`config.mk`:
```
export PLATFORM = sky130hd
export DESIGN_NAME = fetch_sequencer
export DESIGN_NICKNAME = d
export VERILOG_FILES = /design/src/rtl/fetch_sequencer.sv
export SDC_FILE = /design/constraint.sdc
export NUM_CORES = 1
export LEC_CHECK = 0
export BUFFER_PORTS_ARGS = -buffer_cell sky130_fd_sc_hd__buf_4
export CAP_MARGIN = 20
export CORE_ASPECT_RATIO = 1.75
export CORE_MARGIN = 2
export CORE_UTILIZATION = 50
export CTS_BUF_LIST = sky130_fd_sc_hd__clkbuf_2 sky130_fd_sc_hd__clkbuf_4 sky130_fd_sc_hd__clkbuf_8
export CTS_CLUSTER_DIAMETER = 100
export DETAILED_ROUTE_END_ITERATION = 12
export PLACE_DENSITY_LB_ADDON = 0.12
export REMOVE_ABC_BUFFERS = 1
export SYNTH_ARGS = -nofsm -noshare
export SYNTH_HDL_FRONTEND = slang
export SYNTH_SLANG_ARGS = --single-unit
```
`constraint.sdc`:
```
create_clock -name clk -period 1.7 [get_ports clk]
set_input_delay 0.085 -clock clk [delete_from_list [all_inputs] [get_ports clk]]
set_output_delay 0.085 -clock clk [all_outputs]
set_load 0.005 [all_outputs]
```
`src/rtl/fetch_sequencer.sv`:
```
// Instruction-fetch and control sequencer: drives PC controls, runs a handshaked
// memory fetch into the instruction register, and sequences branch/halt/interrupt.
module fetch_sequencer #(
  parameter logic [15:0] IRQ_VECTOR  = 16'h0004,
  parameter logic [7:0]  MEM_TIMEOUT = 8'd255
) (
  input  logic        clk,
  input  logic        r,
  input  logic        run,
  input  logic [15:0] pc_in,
  input  logic        mem_rdy,
  input  logic [15:0] mem_data,
  input  logic        exec_done,
  input  logic        halt_req,
  input  logic        br_take,
  input  logic        iret,
  input  logic [15:0] br_target,
  input  logic        irq,
  output logic        pc_r,
  output logic        pc_we,
  output logic        pc_oe,
  output logic        pc_e,
  output logic [15:0] pc_d,
  output logic        mem_rd,
  output logic [15:0] ir,
  output logic        ir_valid,
  output logic        irq_ack,
  output logic [15:0] epc,
  output logic        halted,
  output logic        fault,
  output logic [2:0]  state
);

  typedef enum logic [2:0] {
    StIdle   = 3'd0,
    StFetch  = 3'd1,
    StWait   = 3'd2,
    StDecode = 3'd3,
    StExec   = 3'd4,
    StBranch = 3'd5,
    StIrq    = 3'd6,
    StHalt   = 3'd7
  } state_e;

  state_e      state_q, state_d;
  logic [15:0] ir_q, ir_d;
  logic [15:0] epc_q, epc_d;
  logic [15:0] tgt_q, tgt_d;
  logic [7:0]  wcnt_q, wcnt_d;
  logic        ie_q, ie_d;
  logic        fault_q, fault_d;
  logic        br_q, br_d;
  logic        pc_r_q;
  logic [7:0]  wcnt_inc;

  assign wcnt_inc = wcnt_q + 8'd1;

  always_comb begin
    state_d = state_q;
    ir_d    = ir_q;
    epc_d   = epc_q;
    tgt_d   = tgt_q;
    wcnt_d  = wcnt_q;
    ie_d    = ie_q;
    fault_d = fault_q;
    br_d    = br_q;
    unique case (state_q)
      StIdle: begin
        if (run) state_d = StFetch;
      end
      StFetch: begin
        wcnt_d  = 8'd0;
        state_d = StWait;
      end
      StWait: begin
        if (mem_rdy) begin
          ir_d    = mem_data;
          state_d = StDecode;
        end else begin
          wcnt_d = wcnt_inc;
          if (wcnt_inc == MEM_TIMEOUT) begin
            fault_d = 1'b1;
            state_d = StHalt;
          end
        end
      end
      StDecode: state_d = StExec;
      StExec: begin
        if (exec_done) begin
          tgt_d = br_target;
          br_d  = br_take;
          if (halt_req) begin
            state_d = StHalt;
          end else if (iret) begin
            tgt_d   = epc_q;
            ie_d    = 1'b1;
            state_d = StBranch;
          end else if (irq && ie_q) begin
            state_d = StIrq;
          end else if (br_take) begin
            state_d = StBranch;
          end else if (run) begin
            state_d = StFetch;
          end else begin
            state_d = StIdle;
          end
        end
      end
      StIrq: begin
        // A branch decided alongside the interrupt resumes at its target on iret.
        epc_d   = br_q ? tgt_q : pc_in;
        ie_d    = 1'b0;
        state_d = run ? StFetch : StIdle;
      end
      StBranch: state_d = run ? StFetch : StIdle;
      StHalt:   state_d = StHalt;
    endcase
  end

  always_ff @(posedge clk) begin
    if (!r) begin
      state_q <= StIdle;
      ir_q    <= 16'h0000;
      epc_q   <= 16'h0000;
      tgt_q   <= 16'h0000;
      wcnt_q  <= 8'd0;
      ie_q    <= 1'b1;
      fault_q <= 1'b0;
      br_q    <= 1'b0;
      pc_r_q  <= 1'b1;
    end else begin
      state_q <= state_d;
      ir_q    <= ir_d;
      epc_q   <= epc_d;
      tgt_q   <= tgt_d;
      wcnt_q  <= wcnt_d;
      ie_q    <= ie_d;
      fault_q <= fault_d;
      br_q    <= br_d;
      pc_r_q  <= 1'b0;
    end
  end

  always_comb begin
    pc_we    = 1'b0;
    pc_oe    = 1'b0;
    pc_e     = 1'b0;
    pc_d     = 16'h0000;
    mem_rd   = 1'b0;
    ir_valid = 1'b0;
    irq_ack  = 1'b0;
    halted   = 1'b0;
    unique case (state_q)
      StFetch, StWait: begin
        pc_oe  = 1'b1;
        mem_rd = 1'b1;
      end
      StDecode: begin
        ir_valid = 1'b1;
        pc_e     = 1'b1;
      end
      StIrq: begin
        pc_we   = 1'b1;
        pc_d    = IRQ_VECTOR;
        irq_ack = 1'b1;
      end
      StBranch: begin
        pc_we = 1'b1;
        pc_d  = tgt_q;
      end
      StHalt: halted = 1'b1;
      StIdle, StExec: ;
    endcase
  end

  assign pc_r  = pc_r_q;
  assign ir    = ir_q;
  assign epc   = epc_q;
  assign fault = fault_q;
  assign state = state_q;

endmodule
```
==> results.toml, run 1 <==
[setup_path]
startpoint_type = "flop"
path_class = "reg -> out"
worst_setup_path_end_kind = "output port"
worst_ep_arrival_time_ns = 1.59
cp_max_fo = 13
required_ns = 1.62

[clock_tree]
clk_latency_ns = 0.34
cts_sinks = 63
cts_root_buf = "clkbuf_8"
cts_made_buffers = 9
cts_max_path_buffers = 2
clk_pin_slew_ns = 0.07
htree_levels = 3
cts_tree = "done"

[logic_synthesis]
yosys.area.top_type = "dfxtp_1"
synth_area_um2 = 3000
synth-edff-count = 0
synthTopCellsByArea = "dfxtp_1 42%, mux2i_1 11%, a211oi_1 8.0%"
netlist-cell-type-count = 43
ys_seq_area_share_pct = 42.1
yosysTopAreaCellShare_pct = 42.1
yosys_most_used_dff = "dfxtp_1"
synth.avg_cell_area_um2 = 8.49
yosys_warnings = 0
synth.ff_latch_count = 63
synthArstFlopShare_pct = 0
netlist_instances = 353

[sta]
finalSetupViolCount = 0
slew_headroom_pct = 58.4
timing.final.hold_violations = 0
tightest_slew_ns = 0.622
min_period_over_period_pct = 98.4
clock_skew_ns = 0.00696
rsz0062_at_grt = "true"
max_freq_mhz = 598
maxSlewViolCount = 0
layout_min_cycle_time_ns = 1.67
fin_hold_ws_ns = 0.0920

[placed_design]
placed_area_um2 = 3990
dpl.hpwl_um = 5570
routabilityCongestion = 0.897
portBuffers = 116

[floorplan]
coreArea_um2 = 5830
die-width_um = 62.5
io_pins = 117
die_y_um = 106
floorplan.rows = 37
die_area_um2 = 6660
start_util_pct = 51.4

[pwr]
peakVddDrop_mv = 0.830
pwr-share-seq_pct = 45.0
powerDensity_nw_per_um2 = 763
pwr-share-clk_pct = 37.2
p_leak_uw = 0.00196
netSwitchingFraction_pct = 26.7
p_comb_share_pct = 17.8
p_total_uw = 3440
p_switching_uw = 920
p_int_uw = 2520

[cells_and_area]
area.growth.synth_to_final_pct = 50.5
fin_area_um2 = 4510
antenna_cells = 0
drive_gt1_share_pct = 34.9
final_core_util_pct = 77.4
final_cell_mix = "136 x buf_4, 59 x dfxtp_1, 47 x nor2_1"
final_common_cell = "buf_4"
fin_nets = 555

[routing]
wl_met1_um = 3520
wl_um = 8760
top_layer = "met4"
met2WireLength_um = 4660
wl_per_cell_um = 15.1
dr.pass1.iters = 4
routed-via-count = 3089
wl_met3_um = 408
ant_nets = 0
drc_errors = 0
drtIter0Drc = 133
via_per_inst = 5.34

[global_route]
grt_max_degree = 59
grt_pass1_vias = 2925
antenna_found_initial = 0
grt_usage_pct = 25.5
grt_first_pass_wirelength_um = 13700
grt-ovfl-total = 0

[hold_path]
hp-class = "in -> reg"

[job]
maxCapViolCount = 0

[status]
status = "completed"
## state kept, by name, summed over array words and instances, names as in the netlist
register	flops
ir	16
epc	16
br_q	1
state	3
pc_r	1
ie_q	1
fault	1
wcnt_q	8
tgt_q	16
## cells in the mapped netlist (all sizes together) (4+ instances only)
cell type / count
nand2b: 6
buf: 15
o21ai: 9
nand2: 41
and3: 17
inv: 4
nor2: 50
a211oi: 32
mux2i: 33
clkbuf: 14
a21oi: 30
nor3: 4
dfxtp: 63
## metrics by stage
stage	cells	setup slack, ns	TNS, ns
after global placement	534	0.125	0
after detailed placement	534	0.0630	0
after CTS	570	0.00229	0
final	579	0.0264	0
after floorplan	324	-0.358	-5.89
after global routing	579	-0.0346	-0.0378
## worst max-delay path, stage by stage (launching register included)
cell	delay, ns
dfxtp_4	0.38
buf_6	0.15
inv_2	0.13
nor2_4	0.05
buf_12	0.14
or2_2	0.27
buf_4	0.14
## final cells by class
cell class	instances	area, um2
Tap cell	78	97.6
Timing Repair Buffer	160	1300
Sequential cell	63	1270
Multi-Input combinational cell	258	1630
Clock buffer	9	124
Fill cell	440	1320
Inverter	4	15.0
Clock inverter	7	73.8
## per-layer routing
metal,GRT usage (%),vias to the layer above
met5,0,-
met4,11.0,0
met3,5.82,16
met2,46.0,92
met1,28.3,1445
li1,-,1536
## path summary, 6_finish.rpt
check	from	end	slack (ns)	depth (start not counted)
setup reg to reg	state[0]	wcnt_q[2]	0.08	6
setup / recovery	state[1]	pc_we	0.03	6
hold / removal	pc_in[8]	epc[8]	0.09	3
hold reg to reg	ir[5]	ir[5]	0.46	2
## power groups by stage
stage / clock [uW] / combinational [uW] / sequential (uW)
3_5_place_dp: 0 / 514 / 1590
2_1_floorplan: 0 / 211 / 1600
3_3_place_gp: 0 / 507 / 1580
4_1_cts: 1310 / 571 / 1550
6_report: 1280 / 612 / 1550
5_1_grt: 1370 / 660 / 1560
## repair_timing
item | 4_1_cts | 5_1_grt
hold endpoints to repair | 18 | 0
gates cloned | 0 | 1
hold buffers | 18 | 0
endpoints found under the setup margin | 18 | 5
resized for setup | 7 | 12
buffers inserted | 2 | 9
pin swaps | 0 | 3
## cells by family (layout without fill, tap and decap cells)
family | after synthesis | after routing | synth area share [%]
AO/OA/AOI/OAI | 82 | 82 | 17.6
AND/OR/NAND/NOR | 137 | 138 | 22.2
flip-flops | 63 | 63 | 42.1
buffers and inverters | 33 | 180 | 5.34
adder cells (fa/ha/maj) | 2 | 2 | 0.835
XOR/XNOR | 3 | 3 | 0.877
multiplexers | 33 | 33 | 11.0
Power figures use the tool's default switching activity.
==> run 2: changes to the inputs <==
Settings changed: ABC_AREA from default to 1.
==> results.toml, run 2 <==
[sta]
max_freq_mhz = 625
tightest_slew_ns = 0.380
min_period_over_period_pct = 94.2
slew_headroom_pct = 74.7
timing.final.hold_violations = 0
finalSetupViolCount = 0
rsz0062_at_grt = "false"
layout_min_cycle_time_ns = 1.60
maxSlewViolCount = 0
tns_ns = 0
clock_skew_ns = 0.00880

[clock_tree]
cts_root_buf = "clkbuf_8"
cts_tree = "done"
clk_pin_slew_ns = 0.07
cts_max_path_buffers = 2
cts_made_buffers = 9
cts_sinks = 63
htree_levels = 3
clk_latency_ns = 0.34

[floorplan]
die_area_um2 = 6690
coreArea_um2 = 5830
io_pins = 117
die-width_um = 62.7
die_y_um = 107
floorplan.rows = 37
start_util_pct = 51.7

[logic_synthesis]
synth.ff_latch_count = 63
netlist-cell-type-count = 33
synth.avg_cell_area_um2 = 7.18
yosys.area.top_type = "dfxtp_1"
synth_common_cells = "74 x nor2_1, 63 x dfxtp_1, 58 x o21ai_0, 48 x nand2_1, 45 x inv_1"
ys_seq_area_share_pct = 41.8
yosys_most_used_dff = "dfxtp_1"
yosys_warnings = 0
synthArstFlopShare_pct = 0
netlist_instances = 420
synth-edff-count = 0
synth_area_um2 = 3010
yosysTopAreaCellShare_pct = 41.8
synthTopCellsByArea = "dfxtp_1 42%, o21ai_0 9.6%, nor2_1 9.2%"
synthMostInstantiatedCell = "nor2_1"

[cells_and_area]
fin_area_um2 = 4330
multiInputGateArea_um2 = 1450
fin_nets = 605
area.growth.synth_to_final_pct = 43.5
regArea_um2 = 1260
final_common_cell = "buf_4"
drive_gt1_share_pct = 30.7
nFillCells = 490
final_cell_mix = "120 x buf_4, 74 x nor2_1, 60 x dfxtp_1"
final_cells = 629
antenna_cells = 0

[placed_design]
place_inst = 597
placed_area_um2 = 3930
dpl.hpwl_um = 5820
portBuffers = 116
routabilityCongestion = 0.928

[pwr]
peakVddDrop_mv = 1.03
p_total_uw = 4860
powerDensity_nw_per_um2 = 1120
p_leak_uw = 0.00191

[setup_path]
cp_max_fo = 16
worst_setup_path_end_kind = "output port"
required_ns = 1.62
startpoint_type = "flop"
worst_ep_arrival_time_ns = 1.52
path_class = "reg -> out"

[status]
status = "completed"

[global_route]
grt-ovfl-total = 0
grt_pass1_vias = 3246
grt_usage_pct = 26.8
grt_first_pass_wirelength_um = 14300
grt_max_degree = 40
antenna_found_initial = 0

[routing]
drtIter0Drc = 177
via_per_inst = 5.21
drc_errors = 0
routed-via-count = 3280
wl_um = 8660
dr.pass1.iters = 5
ant_nets = 0
wl_per_cell_um = 13.8

[hold_path]
hp-class = "in -> reg"

[job]
maxCapViolCount = 0
[run 2: layout make-up]
type	count	share of cell area (%)
flip-flops and latches	63	29.2
inverters	53	4.60
multi-input cells	281	33.4
clock inverters	5	1.88
well taps	78	2.26
clock buffers	11	3.35
repair buffers	138	25.2
[run 2: critical path, cell delays in order, from the launching register on]
cell and delay (ns):
dfxtp_1 0.49, nand3_1 0.14, buf_4 0.23, o21ai_0 0.18, buf_4 0.14
[run 2: logic make-up after synthesis]
group,count (synthesis),share of synthesized area [%]
compound gates,122,23.5
xor+xnor,1,0.291
fa+ha+maj,2,0.830
buf+inv,76,10.3
flops,63,41.8
simple gates,156,23.2
[run 2: power by group]
part           switching, uW  leakage [uW]  internal, uW  total, uW
clock                    586      0.000113           882       1470
sequential               165      0.000512          1730       1900
combinational            833       0.00129           659       1490
total                   1580       0.00191          3270       4860
[run 2: per-layer routing]
metal | vias to the layer above | share of wire (%) | global-route usage, %
met5 | - | 0 | 0
met2 | 100 | 55 | 52.2
met4 | 0 | 2.5 | 11.4
met1 | 1527 | 37 | 26.5
met3 | 26 | 4.8 | 6.30
li1 | 1627 | - | -
[run 2: repair_timing]
| action | in CTS | in global routing |
|---|---|---|
| setup endpoints to repair | 1 | 3 |
| pin swaps | 0 | 0 |
| hold endpoints to repair | 16 | 0 |
| gates resized for setup | 1 | 4 |
| hold buffers | 16 | 0 |
| setup buffers | 0 | 0 |
[run 2: metrics by stage]
stage / setup slack (ns) / hold WS, ns / utilization [%]
global placement: 0.187 / 0.306 / 67.4
floorplan: 0.261 / 0.154 / -
CTS: 0.0767 / 0.0441 / 74.1
global route: 0.00697 / 0.0720 / 74.2
finish: 0.0989 / 0.0515 / 74.2
detailed placement: 0.129 / 0.313 / 67.4
[run 2: path summary, 6_finish.rpt]
path / slack (ns) / end / startpoint / depth (start not counted)
hold / removal: 0.05 / br_q / br_take / 3
setup / recovery: 0.1 / pc_d[2] / state[2] / 4
setup reg to reg: 0.18 / state[2] / wcnt_q[0] / 10
hold reg to reg: 0.47 / epc[2] / epc[2] / 2
==> run 3: changes to the inputs <==
Settings changed: CORE_UTILIZATION 50 to 49, CTS_BUF_LIST sky130_fd_sc_hd__clkbuf_2 sky130_fd_sc_hd__clkbuf_4 sky130_fd_sc_hd__clkbuf_8 to sky130_fd_sc_hd__clkbuf_16.
==> results.toml, run 3 (synthesis gave the netlist of run 2 again) <==
[routing]
via_per_inst = 5.14
wl_per_cell_um = 13.8
drc_errors = 0
dr.pass1.iters = 4
wl_um = 8700
drtIter0Drc = 145
ant_nets = 0
routed-via-count = 3249

[placed_design]
placed_area_um2 = 3960
dpl.hpwl_um = 6130
portBuffers = 116
routabilityCongestion = 0.945

[pwr]
p_comb_share_pct = 28.7
peakVddDrop_mv = 0.824
p_leak_uw = 0.00196
p_int_uw = 3670
p_switching_uw = 1670
pwr-share-seq_pct = 35.6
netSwitchingFraction_pct = 31.3
pwr-share-clk_pct = 35.8
powerDensity_nw_per_um2 = 1200

[setup_path]
startpoint_type = "flop"
worst_ep_arrival_time_ns = 1.51
endpoint = "pc_d[2]"
rrSetupSlack_ns = 0.16
path_class = "reg -> out"
cp_max_fo = 21
crit_start = "state[1]"
worst_setup_path_end_kind = "output port"
r2r_cells = 10
required_ns = 1.62
regToRegEndpoint = "state[2]"
r2r-start = "wcnt_q[1]"

[sta]
rsz0062_at_grt = "false"
timing.final.hold_violations = 0
slew_headroom_pct = 74.7
tightest_slew_ns = 0.380
min_period_over_period_pct = 93.7
fin_hold_ws_ns = 0.00749
max_freq_mhz = 628
layout_min_cycle_time_ns = 1.59
clock_skew_ns = 0.00551
finalSetupViolCount = 0
maxSlewViolCount = 0
tns_ns = 0

[global_route]
antenna_found_initial = 0
grt_usage_pct = 26.4
grt-ovfl-total = 0
grt_first_pass_wirelength_um = 14300
grt_pass1_vias = 3313
grt_max_degree = 36

[floorplan]
floorplan.rows = 37
coreArea_um2 = 5930
die-width_um = 63.3
die_area_um2 = 6820
io_pins = 117
die_y_um = 108
start_util_pct = 50.9

[status]
status = "completed"

[clock_tree]
cts_sinks = 63
cts_made_buffers = 9
htree_levels = 3
cts_root_buf = "clkbuf_16"
post-cts-setup-buffers = 0
cts_max_path_buffers = 2
cts_tree = "done"
clk_latency_ns = 0.32
clk_pin_slew_ns = 0.05

[hold_path]
hold_start = "mem_data[14]"
hp-class = "in -> reg"

[cells_and_area]
final_core_util_pct = 74.9
fin_area_um2 = 4440
multiInputGateArea_um2 = 1460
final_cell_mix = "125 x buf_4, 74 x nor2_1, 60 x dfxtp_1"
nFillCells = 505
area.growth.synth_to_final_pct = 47.3
antenna_cells = 0
drive_gt1_share_pct = 31.2
fin_nets = 608
regArea_um2 = 1260
final_common_cell = "buf_4"

[job]
maxCapViolCount = 0
## run 3: cell count changes in the layout (fill, tap and decap cells not counted), sizes merged
| cell | previous run | this run |
|---|---|---|
| buf | 122 | 126 |
| clkinvlp | 1 | 2 |
| clkinv | 3 | 4 |
| clkbuf | 11 | 9 |
| dlygate4sd3 | 16 | 15 |
## run 3: worst min path at each step
stage,slack [ns],end,depth (start not counted)
floorplan,0.15,ie_q,1
global placement,0.31,ir[1],3
detailed placement,0.31,ir[12],3
CTS,0.004,ir[14],3
global route,0.04,ir[14],3
finish,0.007,ir[14],3
## run 3: area by class of cell
cell class | instances | area share [%]
clock inverter | 7 | 1.97
sequential | 63 | 28.5
inverter | 53 | 4.48
multi-input combinational | 281 | 32.8
tap | 78 | 2.20
timing repair buffer | 141 | 25.0
clock buffer | 9 | 5.07
## run 3: critical path, cell delays in order, from the launching register on
cell	delay (ns)
dfxtp_1	0.39
inv_2	0.08
nor2_4	0.12
nand2_2	0.09
buf_4	0.21
o21ai_0	0.12
buf_4	0.16
## run 3: what timing repair did
action | in CTS | in global routing
endpoints found under the hold margin | 15 | 0
setup endpoints to repair | 12 | 14
hold buffers | 15 | 0
gates resized for setup | 1 | 5
## run 3: stage by stage
stage / power (uW) / std cells / setup slack (ns)
finish: 5350 / 632 / 0.107
global route: 5640 / 632 / 0.000856
CTS: 5360 / 632 / 0.0569
detailed placement: 3400 / 601 / 0.110
global placement: 3340 / 601 / 0.197
floorplan: 2720 / 397 / 0.261
## run 3: power by group through the flow
stage          sequential, uW  combinational, uW  clock [uW]
2_1_floorplan            1900                814           0
3_3_place_gp             1910               1430           0
3_5_place_dp             1920               1490           0
4_1_cts                  1890               1530        1930
5_1_grt                  1930               1700        2000
6_report                 1900               1530        1910
## run 3: routing by layer
metal | vias up | part of all wire (%) | GRT usage, %
li1 | 1624 | - | -
met1 | 1505 | 37 | 26.0
met2 | 107 | 55 | 50.4
met3 | 13 | 6.0 | 7.22
met4 | 0 | 1.6 | 11.5
met5 | - | 0 | 0
